## config.mk

```make
export PLATFORM = sky130hd
export DESIGN_NAME = bitvault_initiator
export DESIGN_NICKNAME = d
export VERILOG_FILES = /design/src/rtl/bitvault_initiator.sv
export SDC_FILE = /design/constraint.sdc
export NUM_CORES = 1
export LEC_CHECK = 0
export ABC_AREA = 1
export CAP_MARGIN = 25
export CORE_ASPECT_RATIO = 1.75
export CORE_UTILIZATION = 36
export CTS_CLUSTER_SIZE = 40
export DETAILED_ROUTE_END_ITERATION = 10
export PLACE_DENSITY = 0.6
export SLEW_MARGIN = 20
export SYNTH_ARGS = -nofsm -noshare
export SYNTH_HDL_FRONTEND = slang
export SYNTH_SLANG_ARGS = --single-unit
```

## constraint.sdc

```tcl
create_clock -name clk -period 1.6 [get_ports clk]
set_input_delay 0.32 -clock clk [delete_from_list [all_inputs] [get_ports clk]]
set_output_delay 0.32 -clock clk [all_outputs]
set_load 0.01 [all_outputs]
```

## src/rtl/bitvault_initiator.sv

```systemverilog
// ---------------------------------------------------------------------------------------------
// bitvault_initiator
//
// Sole owner of the BitVault register-file access port. A host hands in one read or write
// command at a time over a valid/ready handshake; the initiator drives the vault's
// we/addr/data_in pins, waits out the vault read latency and returns exactly one response
// per command over a second valid/ready handshake.
//
// Build option:
//   BITVAULT_WRITE_VERIFY_EN  when defined, every write is followed by a read-back of the same
//                             address. The response then carries the read-back value, and
//                             rsp_err flags a difference from the written data. When undefined,
//                             the verify state is not built, a write response echoes the write
//                             data and rsp_err is always 0.
//
// Parameters:
//   ADDR_W  vault address width
//   DATA_W  vault data width
//   RD_LAT  cycles from v_addr driven to v_data_out valid (0..3)
//
// Ports:
//   clk, rst             single rising-edge clock, synchronous active-high reset
//   cmd_valid/cmd_ready  command handshake; ready only while idle
//   cmd_write            1 = write, 0 = read
//   cmd_addr, cmd_wdata  command address and write data (wdata ignored for reads)
//   rsp_valid/rsp_ready  response handshake; response held stable until accepted
//   rsp_rdata            read data, read-back data, or write-data echo
//   rsp_err              write-verify mismatch
//   v_we, v_addr         vault write enable and address (registered)
//   v_data_in            vault write data (registered)
//   v_data_out           vault read data
//   busy                 high whenever the initiator is not idle
// ---------------------------------------------------------------------------------------------
module bitvault_initiator #(
  parameter int unsigned ADDR_W = 2,
  parameter int unsigned DATA_W = 8,
  parameter int unsigned RD_LAT = 1
) (
  input  logic              clk,
  input  logic              rst,
  input  logic              cmd_valid,
  output logic              cmd_ready,
  input  logic              cmd_write,
  input  logic [ADDR_W-1:0] cmd_addr,
  input  logic [DATA_W-1:0] cmd_wdata,
  output logic              rsp_valid,
  input  logic              rsp_ready,
  output logic [DATA_W-1:0] rsp_rdata,
  output logic              rsp_err,
  output logic              v_we,
  output logic [ADDR_W-1:0] v_addr,
  output logic [DATA_W-1:0] v_data_in,
  input  logic [DATA_W-1:0] v_data_out,
  output logic              busy
);

  // Two bits cover the whole legal latency range 0..3.
  localparam int unsigned    CntW    = 2;
  localparam logic [CntW-1:0] LatInit = CntW'(RD_LAT);

  typedef enum logic [2:0] {
    StIdle    = 3'd0,
    StWrite   = 3'd1,
    StRdWait  = 3'd2,
    StResp    = 3'd3
`ifdef BITVAULT_WRITE_VERIFY_EN
    ,
    StVfyWait = 3'd4
`endif
  } state_e;

  // -------------------------------------------------------------------------------------------
  // State and registered outputs
  // -------------------------------------------------------------------------------------------
  state_e            state_q, state_d;
  logic [CntW-1:0]   cnt_q, cnt_d;
  logic [DATA_W-1:0] wdata_q, wdata_d;

  logic              cmd_ready_q, cmd_ready_d;
  logic              v_we_q, v_we_d;
  logic [ADDR_W-1:0] v_addr_q, v_addr_d;
  logic [DATA_W-1:0] v_data_in_q, v_data_in_d;
  logic              rsp_valid_q, rsp_valid_d;
  logic [DATA_W-1:0] rsp_rdata_q, rsp_rdata_d;
  logic              rsp_err_q, rsp_err_d;

  logic accept;
  logic cnt_zero;
  logic rsp_hs;

  // cmd_ready_q is only ever 1 while idle, so it doubles as the idle qualifier here.
  assign accept   = cmd_valid & cmd_ready_q;
  assign cnt_zero = (cnt_q == '0);
  assign rsp_hs   = rsp_valid_q & rsp_ready;

  // -------------------------------------------------------------------------------------------
  // Process 1: state register (all flops, synchronous reset)
  // -------------------------------------------------------------------------------------------
  always_ff @(posedge clk) begin
    if (rst) begin
      state_q     <= StIdle;
      cnt_q       <= '0;
      wdata_q     <= '0;
      cmd_ready_q <= 1'b0;
      v_we_q      <= 1'b0;
      v_addr_q    <= '0;
      v_data_in_q <= '0;
      rsp_valid_q <= 1'b0;
      rsp_rdata_q <= '0;
      rsp_err_q   <= 1'b0;
    end else begin
      state_q     <= state_d;
      cnt_q       <= cnt_d;
      wdata_q     <= wdata_d;
      cmd_ready_q <= cmd_ready_d;
      v_we_q      <= v_we_d;
      v_addr_q    <= v_addr_d;
      v_data_in_q <= v_data_in_d;
      rsp_valid_q <= rsp_valid_d;
      rsp_rdata_q <= rsp_rdata_d;
      rsp_err_q   <= rsp_err_d;
    end
  end

  // -------------------------------------------------------------------------------------------
  // Process 2: next-state logic
  // -------------------------------------------------------------------------------------------
  always_comb begin
    state_d = state_q;
    unique case (state_q)
      StIdle: begin
        if (accept) begin
          state_d = cmd_write ? StWrite : StRdWait;
        end
      end
      StWrite: begin
`ifdef BITVAULT_WRITE_VERIFY_EN
        state_d = StVfyWait;
`else
        state_d = StResp;
`endif
      end
      StRdWait: begin
        if (cnt_zero) begin
          state_d = StResp;
        end
      end
`ifdef BITVAULT_WRITE_VERIFY_EN
      StVfyWait: begin
        if (cnt_zero) begin
          state_d = StResp;
        end
      end
`endif
      StResp: begin
        if (rsp_hs) begin
          state_d = StIdle;
        end
      end
      default: state_d = StIdle;
    endcase
  end

  // -------------------------------------------------------------------------------------------
  // Process 3: output / datapath next values
  // Control outputs are registered copies of a decode of state_d, so each one is valid in the
  // same cycle the FSM enters the state it belongs to.
  // -------------------------------------------------------------------------------------------
  always_comb begin
    cnt_d       = cnt_q;
    wdata_d     = wdata_q;
    v_addr_d    = v_addr_q;
    v_data_in_d = v_data_in_q;
    rsp_rdata_d = rsp_rdata_q;
    rsp_err_d   = rsp_err_q;

    cmd_ready_d = (state_d == StIdle);
    v_we_d      = (state_d == StWrite);
    rsp_valid_d = (state_d == StResp);

    unique case (state_q)
      StIdle: begin
        if (accept) begin
          v_addr_d = cmd_addr;
          wdata_d  = cmd_wdata;
          cnt_d    = LatInit;
          if (cmd_write) begin
            v_data_in_d = cmd_wdata;
          end
        end
      end
      StWrite: begin
        // Reload for the read-back; harmless when verify is not built.
        cnt_d = LatInit;
`ifndef BITVAULT_WRITE_VERIFY_EN
        rsp_rdata_d = wdata_q;
        rsp_err_d   = 1'b0;
`endif
      end
      StRdWait: begin
        if (cnt_zero) begin
          rsp_rdata_d = v_data_out;
          rsp_err_d   = 1'b0;
        end else begin
          cnt_d = cnt_q - CntW'(1);
        end
      end
`ifdef BITVAULT_WRITE_VERIFY_EN
      StVfyWait: begin
        if (cnt_zero) begin
          rsp_rdata_d = v_data_out;
          rsp_err_d   = (v_data_out != wdata_q);
        end else begin
          cnt_d = cnt_q - CntW'(1);
        end
      end
`endif
      default: begin
        // StResp: response registers hold until the handshake.
      end
    endcase
  end

  // -------------------------------------------------------------------------------------------
  // Outputs
  // -------------------------------------------------------------------------------------------
  assign cmd_ready = cmd_ready_q;
  assign v_we      = v_we_q;
  assign v_addr    = v_addr_q;
  assign v_data_in = v_data_in_q;
  assign rsp_valid = rsp_valid_q;
  assign rsp_rdata = rsp_rdata_q;
  assign rsp_err   = rsp_err_q;
  assign busy      = (state_q != StIdle);

  // -------------------------------------------------------------------------------------------
  // Protocol invariants
  // -------------------------------------------------------------------------------------------
`ifndef SYNTHESIS
  // A response the host has not taken must not change underneath it.
  a_rsp_stable: assert property (@(posedge clk) disable iff (rst)
    (rsp_valid && !rsp_ready) |=> (rsp_valid && $stable(rsp_rdata) && $stable(rsp_err)));

  // The vault is only ever written from the WRITE state.
  a_we_in_write: assert property (@(posedge clk) disable iff (rst)
    v_we |-> (state_q == StWrite));

  // Commands are only offered while idle.
  a_ready_idle: assert property (@(posedge clk) disable iff (rst)
    cmd_ready |-> (state_q == StIdle));
`endif

endmodule

```

* Word-level counts from Yosys, hierarchy flattened
Cells that the tools add are included.
** Word-level totals
- Register bits after elaboration :: 35
- Bits of input ports :: 23
** Cells by class
- $add $sub $neg :: 1
- Equality and inequality tests :: 8
- Multiplexer cells :: 12
- Bitwise gates (word level) :: 2
- Reduce and logical (&&, ||, !) cells :: 10
** Operators by type and width (number)
- $pmux 8 s2 :: 1
- $pmux 3 s4 :: 1
- $eq 3x2->1 const B :: 3
- $mux 3 :: 3
- $mux 8 :: 1
- $eq 3x1->1 const B :: 2
- $logic_not 3->1 :: 2
- $mux 2 :: 3
- $ne 2x2->1 const B :: 3
- $pmux 2 s3 :: 1
- $reduce_and 3->1 :: 2
- $reduce_bool 3->1 :: 2
- $reduce_and 2->1 :: 2
- $and 1x1->1 :: 2
- $logic_not 2->1 :: 1
- $pmux 1 s2 :: 1
- $reduce_bool 2->1 :: 1
- $sub 2x1->2 const B :: 1
- $mux 1 :: 1

* Longest topological paths before layout
Gate-level depths: netlist (run 1).
- Depth after elaboration :: 4
- Gate-level depth with buffers :: 9

* Least setup slack after synthesis (run 1)
No wires, ideal clock.
- Path type :: register to output
- From :: register state_q[1]
- To :: output busy
- Arrival :: 0.897 ns
- Required time :: 1.280 ns
- Slack :: 0.383 ns
- Stages on the path, launching flop included :: 6
- Buffers on the path :: 1
- Cells stage by stage :: dfxtp_1 > nor2_4 > inv_2 > nor2_4 > buf_6 > inv_1
** Between the ends
- Longest elaborated chain between the ends :: 1
** RTL lines
- start: declaration :: RTL line 75 : state_e state_q, state_d;
- start signal: assignment :: RTL line 101 : state_q <= StIdle;
- start signal: assignment :: RTL line 112 : state_q <= state_d;
- $reduce_bool 3->1 :: RTL line 234 : assign busy = (state_q != StIdle);
- end: declaration :: RTL line 54 : output logic busy
Every way passes these cells.

* Worst setup path after layout (run 1)
Ends and elaborated chain as after synthesis.

==> flow_summary.ini, run 1 <==
[status]
outcome = completed

[final_layout]
final_common_cell = nand2_1
layout_common_cells = nand2_1 (80), nor2_1 (44), clkdlybuf4s50_1 (43), dfxtp_1 (33), inv_1 (26)
area_growth_pct = 36.73
final_net_count = 314
drive_above_1_share_pct = 9.655
stdcell_area_mm2 = 0.002180
diodes = 0

[yosys]
synth_area_mm2 = 0.001594
synth.distinct_cells = 20
syn_area_per_cell_um2 = 6.698
yosysTopAreaCell = dfxtp_1
synth_top_area_share_pct = 42.70
synthCells = 238
synth.ff_latch_count = 34
seq_area_frac_synth_pct = 42.70
yosys-top-cells-area = dfxtp_1 (43%), nand2_1 (19%), nor2_1 (10%)
ys_warn_count = 0

[floorplan]
rows = 31
coreArea_mm2 = 0.004189
die-area_mm2 = 0.004708
die_h_um = 90.03
die_w_um = 52.30
start_util_pct = 38.05
io_pins = 46

[timing]
slew_violations = 0
hold_violations = 0
max_clock_freq_mhz = 656.5
fin_crit_ns = 1.523
setup_viol = 0
rsz0062_at_grt = no
setup_tns_ns = 0
fin_skew_ns = 0.005935
finalCritPeriodShare_pct = 95.20
holdWs_ns = 0.4626

[power_and_ir_drop]
vdd_ir_drop_max_uv = 648.7
p_leak_nw = 1.012
finalPower_mw = 1.804
power_density_mw_per_mm2 = 827.6

[worst_setup_path]
crit_required_ns = 1.28
slowest_stage = dfxtp_1
endpoint_kind = output pin
cpMostUsedCell = nor2_4
cp.arrival_ns = 1.20
crit_chain = nor2_4, inv_2, nor2_4, inv_1, dlygate4sd2_1
crit_buf_inv = 3
crit_path_start_kind = flop
cp_top_family = buffers and inverters
critical_path.max_fanout = 2
worstSetupPathType = reg -> out
slowest_delay_ns = 0.33

[grt]
grt_first_pass_wirelength_mm = 5.954
overflow = 0
antenna_found_initial = 0
grtUsageTotal_pct = 16.66
grt_pass1_vias = 1336
grt_max_degree = 20

[place]
dpl_cell_area_mm2 = 0.002101
dp_hpwl_mm = 2.526
portBuffers = 44
routabilityCongestion = 0.8417

[detailed_routing]
drc = 0
dr.pass1.iters = 4
wirelength_mm = 3.452
ant_nets = 0
wl_per_cell_um = 10.18
num_vias = 1480
drt_iter0_drc = 29
drt-vias-per-instance = 4.366

[clocking]
clkSinkCount = 34
clk_pin_slew_ns = 0.07
root_buffer = clkbuf_8
tritoncts = done
worstSkewPairLatency_ns = 0.28
cts_buffers = 5
clockBufferDepth = 2
cts_setup_buffers = 0
htree_levels = 2

[min_path]
hp-class = reg -> reg

[job]
drv_cap = 0
cell families (layout without fill, tap and decap cells):
group                    Yosys count  after routing  share of synthesized area [%]
adder cells (fa/ha/maj)            1              1                         0.7848
buffers and inverters             37             88                          11.30
AND/OR/NAND/NOR                  154            154                          41.52
AO/OA/AOI/OAI                     11             11                          3.454
other                              1              2                         0.2353
flip-flops                        34             34                          42.70
worst register-to-register path, delay by kind of cell, from the launching register on:
| family | cells | cell delay (ns) |
|---|---|---|
| simple gates | 5 | 0.55 |
| flops | 1 | 0.33 |
| buf+inv | 2 | 0.29 |
per-layer routing:
metal | vias to the layer above | share of wire [%] | GRT usage [%]
met3 | 5 | 3.8 | 4.569
met2 | 33 | 49 | 27.43
met5 | - | 0 | 0
li1 | 816 | - | -
met4 | 0 | 1.9 | 6.579
met1 | 626 | 45 | 19.62
cell usage after synthesis:
| cell | count |
|---|---|
| inv_2 | 2 |
| nor2_2 | 2 |
| dfxtp_1 | 34 |
| nand2_1 | 80 |
| inv_1 | 26 |
| nand3_4 | 1 |
| nand4_1 | 2 |
| clkbuf_1 | 2 |
| nand2_2 | 3 |
| nand2_4 | 2 |
| buf_8 | 1 |
| nor2_1 | 44 |
| clkinv_1 | 1 |
| buf_6 | 3 |
| ha_1 | 1 |
| buf_4 | 2 |
| nor2_4 | 2 |
| nand3_1 | 18 |
| a21oi_1 | 11 |
| conb_1 | 1 |
power breakdown:
part           leakage (nW)  switching, mW  internal (mW)
combinational         0.692          0.155          0.153
clock                0.0438          0.301          0.292
sequential            0.277         0.0194          0.884
total                  1.01          0.475           1.33
flip-flops by register name, indices dropped and copies added (netlist names):
signal     flops
cmd_ready      1
cnt_q          2
rsp_rdata      8
rsp_valid      1
state_q        3
v_addr         2
v_data_in      8
v_we           1
wdata_q        8
metrics by stage:
stage	setup WS [ns]	cells	utilization [%]
2_1_floorplan	0.3830	239	-
3_3_place_gp	0.06391	332	50.15
3_5_place_dp	0.01892	332	50.15
4_1_cts	0.05808	339	52.03
5_1_grt	0.01865	339	52.03
6_report	0.07682	339	52.03
path summary, 6_finish.rpt:
check	startpoint	end	slack, ns	cells after the start
max	state_q[1]$_SDFF_PP0_	busy	0.08	5
min	wdata_q[4]$_SDFFE_PP0P_	wdata_q[4]$_SDFFE_PP0P_	0.46	2
max reg2reg	state_q[0]$_SDFF_PP0_	rsp_rdata[6]$_SDFFE_PP0P_	0.32	7
min reg2reg	wdata_q[4]$_SDFFE_PP0P_	wdata_q[4]$_SDFFE_PP0P_	0.46	2
repair_timing:
item                       4_1_cts  5_1_grt
gates resized for setup          2        0
setup endpoints to repair        1        0
hold buffers                     0        0
cell type report:
class | count | area, um2
Tap cell | 49 | 61.31
Fill cell | 430 | 2009
Clock inverter | 2 | 10.01
Clock buffer | 5 | 68.82
Inverter | 29 | 108.9
Multi-Input combinational cell | 168 | 737.0
Sequential cell | 34 | 681.9
Timing Repair Buffer | 52 | 511.7
(Power assumes the default switching activity.)
==> run 2: changes to the inputs <==
==> constraint.sdc (replaced) <==
create_clock -name clk -period 1.5 [get_ports clk]
set_input_delay 0.3 -clock clk [delete_from_list [all_inputs] [get_ports clk]]
set_output_delay 0.3 -clock clk [all_outputs]
set_load 0.01 [all_outputs]
==> run 2 against run 1 <==
Via count fell by 0.81%. Highest routed layer unchanged. Register-to-register slack got worse by 0.12 ns. Count of clock-buffer cells in the layout up 1. Clock skew fell by 0.0034 ns.
==> flow_summary.ini, run 2 (synthesis results as in run 1) <==
[power_and_ir_drop]
vdd_ir_drop_max_uv = 704.8
power_density_mw_per_mm2 = 1036
finalPower_mw = 2.347
p_leak_nw = 1.155

[place]
pre_cts_slack_ns = -0.05812
routabilityCongestion = 0.8509
dp_cells = 333
portBuffers = 44
dp_hpwl_mm = 2.547

[floorplan]
io_pins = 46
coreArea_mm2 = 0.004189
die-area_mm2 = 0.004708
rows = 31
die_w_um = 52.30
start_util_pct = 38.05
die_h_um = 90.03

[grt]
grtUsageTotal_pct = 17.51
grt_pass1_vias = 1446
grt_max_degree = 20
antenna_found_initial = 0
overflow = 0
grt_first_pass_wirelength_mm = 6.279
gr-usage-met3_pct = 4.399
top_usage_layer = met2
grtUsageMet1_pct = 19.79
met2_usage_pct = 29.75

[detailed_routing]
num_vias = 1468
drc = 0
dr.pass1.iters = 5
wl_per_cell_um = 10.28
wirelength_mm = 3.504
ant_nets = 0
drt-vias-per-instance = 4.305
drt_iter0_drc = 20

[clocking]
clockBufferDepth = 2
root_buffer = clkbuf_8
clkSinkCount = 34
cts_setup_buffers = 0
tritoncts = done
cts_buffers = 5
clk_pin_slew_ns = 0.07
worstSkewPairLatency_ns = 0.29
htree_levels = 2

[timing]
setup_viol = 0
fin_skew_ns = 0.002534
layout_setup_ws_ns = 0.04168
fin_crit_ns = 1.458
slew_violations = 0
hold_violations = 0
holdWs_ns = 0.4626
finalCritPeriodShare_pct = 97.22
rsz0062_at_grt = no
max_clock_freq_mhz = 685.7

[final_layout]
final_util_pct = 54.09
final_cell_count_no_fill = 341
final_net_count = 315
drive_above_1_share_pct = 10.62
final_common_cell = nand2_1
layout_common_cells = nand2_1 (80), nor2_1 (44), clkdlybuf4s50_1 (36), dfxtp_1 (33), inv_1 (26)
area_growth_pct = 42.15
multiInputGateArea_um2 = 742.0
regArea_um2 = 681.9
fillCellCount = 438
diodes = 0

[worst_setup_path]
cp_top_family = buffers and inverters
crit_chain = clkdlybuf4s50_1
slowest_delay_ns = 0.54
endpoint_kind = output pin
crit_path_start_kind = flop
slowest_stage = clkdlybuf4s50_1
crit_required_ns = 1.20
worstSetupPathType = reg -> out
critical_path.max_fanout = 2
cp.arrival_ns = 1.16
crit_buf_inv = 1

[job]
drv_cap = 0

[status]
outcome = completed

[min_path]
hp-class = reg -> reg
## run 2: cell count changes in the layout (fill, tap and decap cells not counted), moves of 2 or more
cell and change:
clkinv_2 -2, bufinv_16 +2, clkdlybuf4s50_1 -7, dlymetal6s2s_1 +6
## run 2: path summary, 6_finish.rpt
path                              from                        end  slack, ns  cells past startpoint
max          v_data_in[6]$_SDFFE_PP0P_               v_data_in[6]       0.04                      1
min            wdata_q[4]$_SDFFE_PP0P_    wdata_q[4]$_SDFFE_PP0P_       0.46                      2
max reg2reg      state_q[0]$_SDFF_PP0_  rsp_rdata[0]$_SDFFE_PP0P_       0.20                      7
min reg2reg    wdata_q[4]$_SDFFE_PP0P_    wdata_q[4]$_SDFFE_PP0P_       0.46                      2
## run 2: area by class of cell
class | count | area share [%]
clock buffers | 6 | 3.644
flip-flops and latches | 34 | 30.09
multi-input cells | 168 | 32.74
well taps | 49 | 2.706
inverters | 29 | 4.804
repair buffers | 53 | 23.36
clock inverters | 2 | 2.650
## run 2: where the power goes
| group | total [mW] | internal [mW] | leakage, nW | switching [mW] |
|---|---|---|---|---|
| combinational | 0.328 | 0.161 | 0.807 | 0.167 |
| clock | 1.06 | 0.709 | 0.0714 | 0.348 |
| sequential | 0.962 | 0.943 | 0.277 | 0.0197 |
| total | 2.35 | 1.81 | 1.15 | 0.534 |
## run 2: repair_timing
action,CTS,global route
gates resized for setup,4,8
hold buffers,0,0
setup endpoints to repair,2,16
## run 2: routing by layer
metal  vias up  wire (um)
met4         0         75
li1        821          -
met1       610       1595
met2        31       1696
met3         6        136
met5         -          0
## run 2: metrics by stage
stage | TNS, ns | area (um2)
2_1_floorplan | 0 | 1598
3_3_place_gp | -0.002031 | 2108
3_5_place_dp | -0.1455 | 2108
4_1_cts | 0 | 2251
5_1_grt | 0 | 2266
6_report | 0 | 2266
==> run 3: changes to the inputs <==
--- a/config.mk
+++ b/config.mk
@@ -11,6 +11,7 @@
 export CORE_UTILIZATION = 36
 export CTS_CLUSTER_SIZE = 40
 export DETAILED_ROUTE_END_ITERATION = 10
+export GPL_ROUTABILITY_DRIVEN = 0
 export PLACE_DENSITY = 0.6
 export SLEW_MARGIN = 20
 export SYNTH_ARGS = -nofsm -noshare
==> results of run 3 <==
Same layout as run 2: the final DEF is identical, and so are final timing and power.
